**config.mk**
```make
export PLATFORM = sky130hd
export DESIGN_NAME = regfile_mux_2r1w
export DESIGN_NICKNAME = d
export VERILOG_FILES = /design/src/rtl/proc_pkg.sv /design/src/rtl/regfile_mux_2r1w_mux.sv /design/src/rtl/regfile_mux_2r1w.sv
export SDC_FILE = /design/constraint.sdc
export NUM_CORES = 1
export LEC_CHECK = 0
export BUFFER_PORTS_ARGS = -buffer_cell sky130_fd_sc_hd__buf_2
export CORE_MARGIN = 1
export CORE_UTILIZATION = 40
export CTS_BUF_LIST = sky130_fd_sc_hd__clkbuf_8
export CTS_CLUSTER_SIZE = 20
export DETAILED_ROUTE_END_ITERATION = 8
export GPL_TIMING_DRIVEN = 1
export SYNTH_ARGS = -nofsm -noshare
export SYNTH_HDL_FRONTEND = slang
export SYNTH_SLANG_ARGS = --single-unit
```
**constraint.sdc**
```tcl
create_clock -name clk -period 1.95 [get_ports clk]
set_input_delay 0.39 -clock clk [delete_from_list [all_inputs] [get_ports clk]]
set_output_delay 0.39 -clock clk [all_outputs]
set_load 0.005 [all_outputs]
```
**src/rtl/proc_pkg.sv**
```systemverilog
// Shared processor datapath constants and the register-address type.
// Also holds the range check used wherever an address may exceed the file depth.
package proc_pkg;

  localparam int WORD_W  = 16;
  localparam int REG_CNT = 32;
  localparam int REG_AW  = 5;

  typedef logic [REG_AW-1:0] reg_addr_t;

  // Depth need not be a power of two, so the top address codes may be unmapped.
  function automatic logic addr_in_range(input int unsigned addr, input int unsigned depth);
    return addr < depth;
  endfunction

endpackage

```
**src/rtl/regfile_mux_2r1w_mux.sv**
```systemverilog
// Combinational N-to-1 selector: one-hot decode of sel, then AND-OR reduction.
// Select codes at or above N decode to no hit, so the output is zero.
module mux_nto1 #(
  parameter int WIDTH = 16,
  parameter int N     = 32,
  parameter int SW    = 5
) (
  input  logic [N*WIDTH-1:0] din,
  input  logic [SW-1:0]      sel,
  output logic [WIDTH-1:0]   dout
);

  logic [N-1:0]     hit;
  logic [WIDTH-1:0] term [N];

  generate
    for (genvar gi = 0; gi < N; gi++) begin : g_term
      assign hit[gi]  = (sel == SW'(gi));
      assign term[gi] = din[gi*WIDTH +: WIDTH] & {WIDTH{hit[gi]}};
    end
  endgenerate

  always_comb begin
    dout = '0;
    for (int i = 0; i < N; i++) begin
      dout = dout | term[i];
    end
  end

endmodule

```
**src/rtl/regfile_mux_2r1w.sv**
```systemverilog
// Register file with one write port and two registered read ports, optional
// write-to-read bypass, optional hardwired zero register and address-error flag.
module regfile_mux_2r1w
  import proc_pkg::*;
#(
  parameter int WIDTH    = WORD_W,
  parameter int DEPTH    = REG_CNT,
  parameter int AW       = REG_AW,
  parameter bit ZERO_REG = 1'b1,
  parameter bit BYPASS   = 1'b1
) (
  input  logic             clk,
  input  logic             rst_n,
  input  logic             we,
  input  logic [AW-1:0]    waddr,
  input  logic [WIDTH-1:0] wdata,
  input  logic             re_a,
  input  logic [AW-1:0]    raddr_a,
  input  logic             re_b,
  input  logic [AW-1:0]    raddr_b,
  output logic [WIDTH-1:0] rdata_a,
  output logic [WIDTH-1:0] rdata_b,
  output logic             rvalid_a,
  output logic             rvalid_b,
  output logic             addr_err
);

  logic [DEPTH*WIDTH-1:0] mem_flat;
  logic                   wr_ok;
  logic [WIDTH-1:0]       sel_a;
  logic [WIDTH-1:0]       sel_b;
  logic [WIDTH-1:0]       rdata_a_next;
  logic [WIDTH-1:0]       rdata_b_next;
  logic                   addr_err_next;

  // A write lands only on a mapped, writable register.
  assign wr_ok = we && addr_in_range(32'(waddr), DEPTH) && !(ZERO_REG && waddr == '0);

  generate
    for (genvar gi = 0; gi < DEPTH; gi++) begin : g_word
      if (ZERO_REG && gi == 0) begin : g_zero
        assign mem_flat[gi*WIDTH +: WIDTH] = '0;
      end else begin : g_reg
        logic [WIDTH-1:0] word_reg;
        always_ff @(posedge clk or negedge rst_n) begin
          if (!rst_n) begin
            word_reg <= '0;
          end else if (wr_ok && waddr == AW'(gi)) begin
            word_reg <= wdata;
          end
        end
        assign mem_flat[gi*WIDTH +: WIDTH] = word_reg;
      end
    end
  endgenerate

  mux_nto1 #(.WIDTH(WIDTH), .N(DEPTH), .SW(AW)) u_mux_a (
    .din  (mem_flat),
    .sel  (raddr_a),
    .dout (sel_a)
  );

  mux_nto1 #(.WIDTH(WIDTH), .N(DEPTH), .SW(AW)) u_mux_b (
    .din  (mem_flat),
    .sel  (raddr_b),
    .dout (sel_b)
  );

  // wr_ok already excludes the zero register and unmapped addresses.
  assign rdata_a_next = (BYPASS && wr_ok && waddr == raddr_a) ? wdata : sel_a;
  assign rdata_b_next = (BYPASS && wr_ok && waddr == raddr_b) ? wdata : sel_b;

  assign addr_err_next = (we   && !addr_in_range(32'(waddr),   DEPTH)) ||
                         (re_a && !addr_in_range(32'(raddr_a), DEPTH)) ||
                         (re_b && !addr_in_range(32'(raddr_b), DEPTH));

  always_ff @(posedge clk or negedge rst_n) begin
    if (!rst_n) begin
      rdata_a  <= '0;
      rdata_b  <= '0;
      rvalid_a <= 1'b0;
      rvalid_b <= 1'b0;
      addr_err <= 1'b0;
    end else begin
      rvalid_a <= re_a;
      rvalid_b <= re_b;
      addr_err <= addr_err_next;
      if (re_a) rdata_a <= rdata_a_next;
      if (re_b) rdata_b <= rdata_b_next;
    end
  end

endmodule

```
# Word-level counts from Yosys, hierarchy flattened
# Cells that the tools add are included.
# word_totals
reg_bits	530
input_bits	36
out_inout_bits	35
elab_cells	290
# op_classes
n_eq_ne	95
n_mux	2
n_bitwise	122
reduce_logical	36
# ops
operator	n
16-bit AND	62
16-bit bitwise OR	60
5-bit equality test (second input constant)	48
5-bit by 4-bit equality test with 1-bit output (second input constant)	24
5-bit by 3-bit equality test with 1-bit output (second input constant)	12
1-bit logical AND	34
16-bit two-way mux	2
5-bit by 2-bit equality test with 1-bit output (second input constant)	6
5-bit by 1-bit equality test with 1-bit output (second input constant)	3
5-bit equality test	2
5-bit logical NOT	1
1-bit logical NOT	1

# Logic depth before layout (Yosys ltp)
# Gate-level depths: netlist of the first run.
# depth
depth_word	33
depth_mapped	10
mapped_depth_nobuf	6

# Hierarchy
# From an unflattened synthesis of the first run, not the netlist that was laid out.
# hier_totals
hier_cells	2649
area_unflattened_um2	28823.9
# modules_own_cells
mod	instances	cells_per_inst	area_each_um2	seq_area_each_um2
regfile_mux_2r1w	1	1545	20415.8	13262.7
mux_nto1	2	552	4204.0	0.0

# Least setup slack after synthesis of the first run
# OpenSTA, ideal clock, no wires.
# synth_timing
kind	input -> register
start	in waddr[3]
end	reg rdata_a[8]
setup_time_ns	0.130
t_arrival_ns	1.890
t_required_ns	1.820
path_slack_ns	-0.070
cell_stages	8
path_buffers	2
cell_sequence	buf_2 xnor2_1 nand3_1 or4_4 buf_6 or3b_1 o21ai_1 a31oi_1
# synth_between
elab_chain_cells	5
word_cells_on_any_way	6
classes_between	eq/ne (1); mux (1); reduce/logical (4)
# synth_lines
item	line_no	source
start, declared	regfile_mux_2r1w.sv:15	input logic [AW-1:0] waddr,
5-bit logical NOT	regfile_mux_2r1w.sv:37	assign wr_ok = we && addr_in_range(32'(waddr), DEPTH) && !(ZERO_REG && waddr == '0);
1-bit logical NOT	regfile_mux_2r1w.sv:37	
1-bit logical AND	regfile_mux_2r1w.sv:37	
1-bit logical AND *	regfile_mux_2r1w.sv:70	assign rdata_a_next = (BYPASS && wr_ok && waddr == raddr_a) ? wdata : sel_a;
16-bit two-way mux *	regfile_mux_2r1w.sv:70	
end signal, assigned	regfile_mux_2r1w.sv:88	if (re_a) rdata_a <= rdata_a_next;
end, declared	regfile_mux_2r1w.sv:21	output logic [WIDTH-1:0] rdata_a,
# Every way passes the cells marked *; elsewhere a longest branch is shown, timed or not.
# A chain may end at the register's enable or synchronous reset.

# Final worst setup path of the first run
# layout_timing
start	in raddr_a[4]
end	reg rdata_a[13]
# layout_between
elab_chain_cells	33
word_cells_on_any_way	95
classes_between	eq/ne (32); mux (1); bitwise (61); reduce/logical (1)
# layout_lines
item	line_no	source
start, declared	regfile_mux_2r1w.sv:18	input logic [AW-1:0] raddr_a,
5-bit by 1-bit equality test with 1-bit output or 5-bit by 2-bit equality test with 1-bit output (tied branches)	regfile_mux_2r1w_mux.sv:18	assign hit[gi] = (sel == SW'(gi));
16-bit AND	regfile_mux_2r1w_mux.sv:19	assign term[gi] = din[gi*WIDTH +: WIDTH] & {WIDTH{hit[gi]}};
16-bit bitwise OR (30 in series)	regfile_mux_2r1w_mux.sv:26	dout = dout | term[i];
16-bit two-way mux *	regfile_mux_2r1w.sv:70	
# Marks and branches as above.

==> flow_summary.yaml, run 1 <==
run_status:
  outcome: "finished, violations left"
  violations: "negative setup slack"
yosys:
  synth_top_cell_by_area: "dfrtp_1"
  yosysWarningCount: 0
  synth-seq-area-share_pct: 48.02
  syn_area_um2: 27620
  synth_cell_types: 78
  synth_area_leaders: "dfrtp_1, mux2_2, a22oi_1, a32oi_1, buf_2"
  synthTopCellsByCount: "dfrtp_1, mux2_2, a22oi_1"
  syn_inst: 2408
  ys_ff_latch: 530
  yosysMostFrequentCell: "dfrtp_1"
  syn_nets: 2444
  synth_edf_count: 0
  async_reset_ff_share_pct: 100.0
  synth_area_per_cell_um2: 11.47
  synth_flop_cell: "dfrtp_1"
  synth_top_area_share_pct: 48.02
worst_setup_path:
  regToRegSetupSlack_ns: 0.02
  crit_fanout: 18
  cp-end-kind: "register"
  cp-start-kind: "primary input"
  path_class: "primary input to register"
  worstPathArrival_ns: 2.57
  r2r_cells: 7
  crit_required_ns: 2.54
global_routing:
  grt_max_degree: 65
  grt_pass1_vias: 27240
  grt_overflow: 0
  antenna_found_initial: 10
  grt_usage_pct: 49.86
  grt_pass1_wl_um: 235900
pwr:
  p_leak_nw: 16.38
  p_per_area_nw_per_um2: 904.5
  ir_drop_v: 0.0009065
timing:
  finalHoldViolCount: 0
  fmax_mhz: 504.5
  fin_skew_ns: 0.02426
  min_period_ns: 1.982
  max_slew.worst_pin.slew_ns: 0.7507
  setup_viol: 2
  slew_headroom_pct: 49.42
  layout_setup_ws_ns: -0.03199
  post-route-period-util_pct: 101.6
  maxSlewViolCount: 0
detailed_routing:
  antenna_left: 0
  wl_um: 175900
  dr_wl_met2_um: 70260
  top_layer: "met5"
  vias: 27750
  drt_iter0_drc: 4267
  drc_errors: 0
  met1_length_um: 66400
  dr_wl_met3_um: 22620
  via_per_inst: 7.078
  dr.pass1.iters: 6
  wl_per_cell_um: 44.87
die:
  ioPinCount: 71
  rows: 95
  die_x_um: 264.8
  die_area_um2: 70100
  core_um2: 67750
  fp.dieH_um: 264.8
  start_util_pct: 40.76
placed_design:
  io_buffers: 69
  dp_hpwl_um: 132000
  dpl.cell_count: 3736
  gp_congestion: 1.103
  place_ws_ns: -1.443
finish:
  multi_input_area_um2: 13550
  n_fill_cell: 6053
  layout-drive-gt1-share_pct: 46.13
  seq_area_um2: 13260
  largest_register_ffs: 496
  fin_nets: 3001
  stdcell_count: 3921
  area_growth_pct: 31.23
flow_run:
  cap_violations: 0
clocking:
  cts_buffer_depth: 3
  clk_pin_slew_ns: 0.06
  htreeDepth: 3
  clk_latency_ns: 0.73
  cts_tree: "done"
  clockRootBuffer: "clkbuf_8"
  clock-sinks: 530
  cts_buffers: 97
hold_path:
  hold_depth: 3
  holdCritPathClass: "primary input to register"
timing repair:
action / CTS / global route
pin swaps: 1 / 4
hold endpoints to repair: 260 / 0
hold buffers: 1 / 0
buffers inserted: 0 / 2
setup endpoints to repair: 17 / 22
resized for setup: 16 / 25
final timing paths:
path	start	to
hold reg to reg	g_word[18].g_reg.word_reg[4]$_DFFE_PN0P_	g_word[18].g_reg.word_reg[4]$_DFFE_PN0P_
max in group asynchronous	rst_n	g_word[27].g_reg.word_reg[13]$_DFFE_PN0P_
hold / removal	wdata[11]	rdata_a[11]$_DFFE_PN0P_
setup reg to reg	g_word[30].g_reg.word_reg[8]$_DFFE_PN0P_	rdata_a[8]$_DFFE_PN0P_
setup / recovery	raddr_a[4]	rdata_a[13]$_DFFE_PN0P_
min in group asynchronous	rst_n	g_word[27].g_reg.word_reg[3]$_DFFE_PN0P_
cell families after synthesis:
logic type,after synthesis,synth area share [%]
mux,533,21.60
other cells,1,0.01358
simple gates,547,10.82
compound gates,556,15.26
buf+inv,231,3.969
flops,530,48.02
xor+xnor,10,0.3171
routing by layer:
metal	vias up	global-route usage, %
li1	10410	-
met4	16	39.23
met2	2448	68.82
met3	765	15.93
met1	14110	64.21
met5	-	0
worst max-delay path, cell delays in order:
cell,delay (ns)
buf_2,0.28
buf_12,0.23
buf_4,0.20
mux2i_4,0.37
nor3_2,0.11
a311oi_4,0.49
nand3_2,0.19
nor4_4,0.17
a21oi_1,0.10
report_power, final:
| group | switching (W) | leakage, nW | internal, W |
|---|---|---|---|
| clock network | 0.00520 | 1.16 | 0.00608 |
| logic | 0.00294 | 8.47 | 0.00290 |
| registers | 0.00253 | 6.75 | 0.0131 |
| total | 0.0107 | 16.4 | 0.0221 |
metrics by stage:
step / utilization (%) / hold WS [ns] / cell area, um2 / power (W) / setup TNS, ns
finish: 53.49 / 0.09907 / 36240 / 0.03278 / -0.04640
global route: 53.46 / 0.1134 / 36220 / 0.03360 / -0.0008564
CTS: 53.28 / 0.06184 / 36100 / 0.03250 / 0
detailed placement: 50.17 / 0.3245 / 33990 / 0.02128 / -108.97
global placement: 50.17 / 0.3240 / 33990 / 0.02113 / -97.26
floorplan: - / 0.09441 / 27660 / 0.01758 / -0.1185
layout make-up:
| type | count | share of cell area (%) |
|---|---|---|
| Timing Repair Buffer | 678 | 17.22 |
| Multi-Input combinational cell | 1647 | 37.38 |
| Clock buffer | 130 | 4.937 |
| Antenna cell | 9 | 0.06214 |
| Inverter | 11 | 0.1139 |
| Tap cell | 873 | 3.014 |
| Sequential cell | 530 | 36.60 |
| Clock inverter | 43 | 0.6767 |
layout by cell type (no fill, tap or decap), drive strengths merged, types with 9 or more instances in the layout:
cell type,Yosys,routed
a2111oi,12,12
a211oi,13,13
a21oi,38,38
a221oi,24,24
a22o,36,36
a22oi,250,250
a31oi,13,13
a32o,12,12
a32oi,69,69
and2,9,9
and3,38,38
buf,125,676
clkbuf,95,131
clkinv,0,10
dfrtp,530,530
diode,0,9
inv,11,42
mux2,494,494
mux2i,38,38
nand2,102,102
nand2b,32,32
nand3,34,34
nand3b,18,18
nand4,60,60
nor2,119,119
nor2b,18,18
nor3,37,37
nor3b,12,12
nor4,34,34
o21ai,31,31
o22ai,22,22
(Power assumes the default switching activity.)
==> run 2: changes to the inputs <==
--- a/config.mk
+++ b/config.mk
@@ -12,6 +12,7 @@
 export CTS_CLUSTER_SIZE = 20
 export DETAILED_ROUTE_END_ITERATION = 8
 export GPL_TIMING_DRIVEN = 1
+export RECOVER_POWER = 25
 export SYNTH_ARGS = -nofsm -noshare
 export SYNTH_HDL_FRONTEND = slang
 export SYNTH_SLANG_ARGS = --single-unit
==> flow_summary.yaml, run 2 (synthesis results as in run 1) <==
finish:
  multi_input_area_um2: 13550
  largest_register_ffs: 496
  seq_area_um2: 13260
  fin_nets: 3001
  area_growth_pct: 30.95
  layout_common_cells: "dfrtp_1, buf_4, mux2_2"
  n_fill_cell: 6069
  layout_commonest_cell: "dfrtp_1"
  layout-drive-gt1-share_pct: 45.90
  layout.core_utilization_pct: 53.38
pwr:
  power.share.clock_pct: 34.4
  p_per_area_nw_per_um2: 905.4
  power_frac_seq_pct: 47.8
  power.total_w: 0.03275
  combPwrFrac_pct: 17.8
  swShare_pct: 32.51
  p_leak_nw: 16.34
  ir_drop_v: 0.0009049
  p_sw_w: 0.01064
  internal-power_w: 0.02210
worst_setup_path:
  path_class: "primary input to register"
  r2r_cells: 7
  crit_fanout: 18
  regToRegSetupSlack_ns: 0.02
  r2r_end: "rdata_a[8]$_DFFE_PN0P_"
  worstPathArrival_ns: 2.58
  crit_path_start: "raddr_a[4]"
  cp-start-kind: "primary input"
  r2r_start: "g_word[30].g_reg.word_reg[8]$_DFFE_PN0P_"
  crit_required_ns: 2.55
  cp-end-kind: "register"
timing:
  min_period_ns: 1.979
  max_slew.worst_pin.slew_ns: 1.519
  fin_skew_ns: 0.02524
  slew_headroom_pct: -1.284
  setup_viol: 1
  post-route-period-util_pct: 101.5
  fmax_mhz: 505.4
  maxSlewViolCount: 18
  layout_setup_ws_ns: -0.02878
  finalHoldViolCount: 0
die:
  ioPinCount: 71
  fp.dieH_um: 264.8
  die_x_um: 264.8
  die_area_um2: 70100
  start_util_pct: 40.76
  core_um2: 67750
  rows: 95
global_routing:
  grt_max_degree: 65
  grt_pass1_wl_um: 235900
  grt_usage_pct: 49.86
  grt_pass1_vias: 27240
  antenna_found_initial: 10
  grt_overflow: 0
detailed_routing:
  via_per_inst: 7.039
  wl_per_cell_um: 44.90
  vias: 27570
  dr.pass1.iters: 9
  drc_errors: 2
  wl_um: 175800
  drt_iter0_drc: 4235
  antenna_left: 0
placed_design:
  dp_hpwl_um: 132000
  io_buffers: 69
  gp_congestion: 1.103
clocking:
  clockRootBuffer: "clkbuf_8"
  cts_buffer_depth: 3
  clock-sinks: 530
  cts_tree: "done"
  clk_pin_slew_ns: 0.06
  clk_latency_ns: 0.74
  htreeDepth: 3
  cts_buffers: 97
hold_path:
  holdCritPathClass: "primary input to register"
  whs_endpoint: "rdata_a[11]$_DFFE_PN0P_"
  min_from: "wdata[11]"
  hold_depth: 3
flow_run:
  cap_violations: 1
run_status:
  violations: "design-rule violations, max-capacitance violations, max-slew violations, negative setup slack"
  outcome: "finished, violations left"
## run 2: layout make-up
type	count	share of cell area, %
inverters	11	0.1142
clock buffers	130	4.947
multi-input cells	1647	37.46
clock inverters	43	0.6781
flip-flops and latches	530	36.68
diodes	4	0.02768
repair buffers	678	17.07
well taps	873	3.020
## run 2: critical path, stage by stage
cell and delay, ns:
buf_2 0.28, buf_12 0.24, buf_4 0.20, mux2i_4 0.38, nor3_2 0.11, a311oi_4 0.49, nand3_2 0.19, nor4_4 0.17
a21oi_1 0.10
## run 2: timing repair
item                                   4_1_cts  5_1_grt
pin swaps                                    1        4
gates cloned                                 0        0
endpoints found under the hold margin      260        0
gates resized for setup                     16       25
setup endpoints to repair                   17       22
buffers inserted                             0        2
hold buffers                                 1        0
## run 2: power groups by stage
stage               combinational, W  clock (W)  sequential, W
floorplan                    0.00313          0         0.0144
global placement             0.00549          0         0.0156
detailed placement           0.00562          0         0.0157
CTS                          0.00565     0.0113         0.0155
global route                 0.00607     0.0118         0.0158
finish                       0.00583     0.0113         0.0156
## run 2: stage by stage
stage	area [um2]	setup slack, ns	TNS [ns]	cells	hold WS, ns
finish	36160	-0.02878	-0.02878	3916	0.09980
floorplan	27660	-0.006601	-0.1185	2408	0.09441
CTS	36100	0.00005551	0	3910	0.06184
global placement	33990	-1.504	-97.26	3736	0.3240
global route	36160	-0.0008564	-0.0008564	3913	0.1134
detailed placement	33990	-1.443	-108.97	3736	0.3245
## run 2: routing by layer
metal  global-route usage, %  up-vias  routed length, um
met2                   68.82     2398              69780
met1                   64.21    13960              65310
li1                        -    10410                  -
met3                   15.93      788              23740
met5                       0        -                120
met4                   39.23       16              16890
## run 2: how the worst max path moves through the flow
stage | end | slack [ns] | depth (start not counted)
after floorplan | rdata_b[12]$_DFFE_PN0P_ | -0.007 | 8
after global placement | rdata_a[13]$_DFFE_PN0P_ | -1.50 | 9
after detailed placement | rdata_a[13]$_DFFE_PN0P_ | -1.44 | 9
after CTS | rdata_a[13]$_DFFE_PN0P_ | 0.00006 | 6
after global routing | rdata_a[15]$_DFFE_PN0P_ | -0.0009 | 11
final | rdata_a[13]$_DFFE_PN0P_ | -0.03 | 9
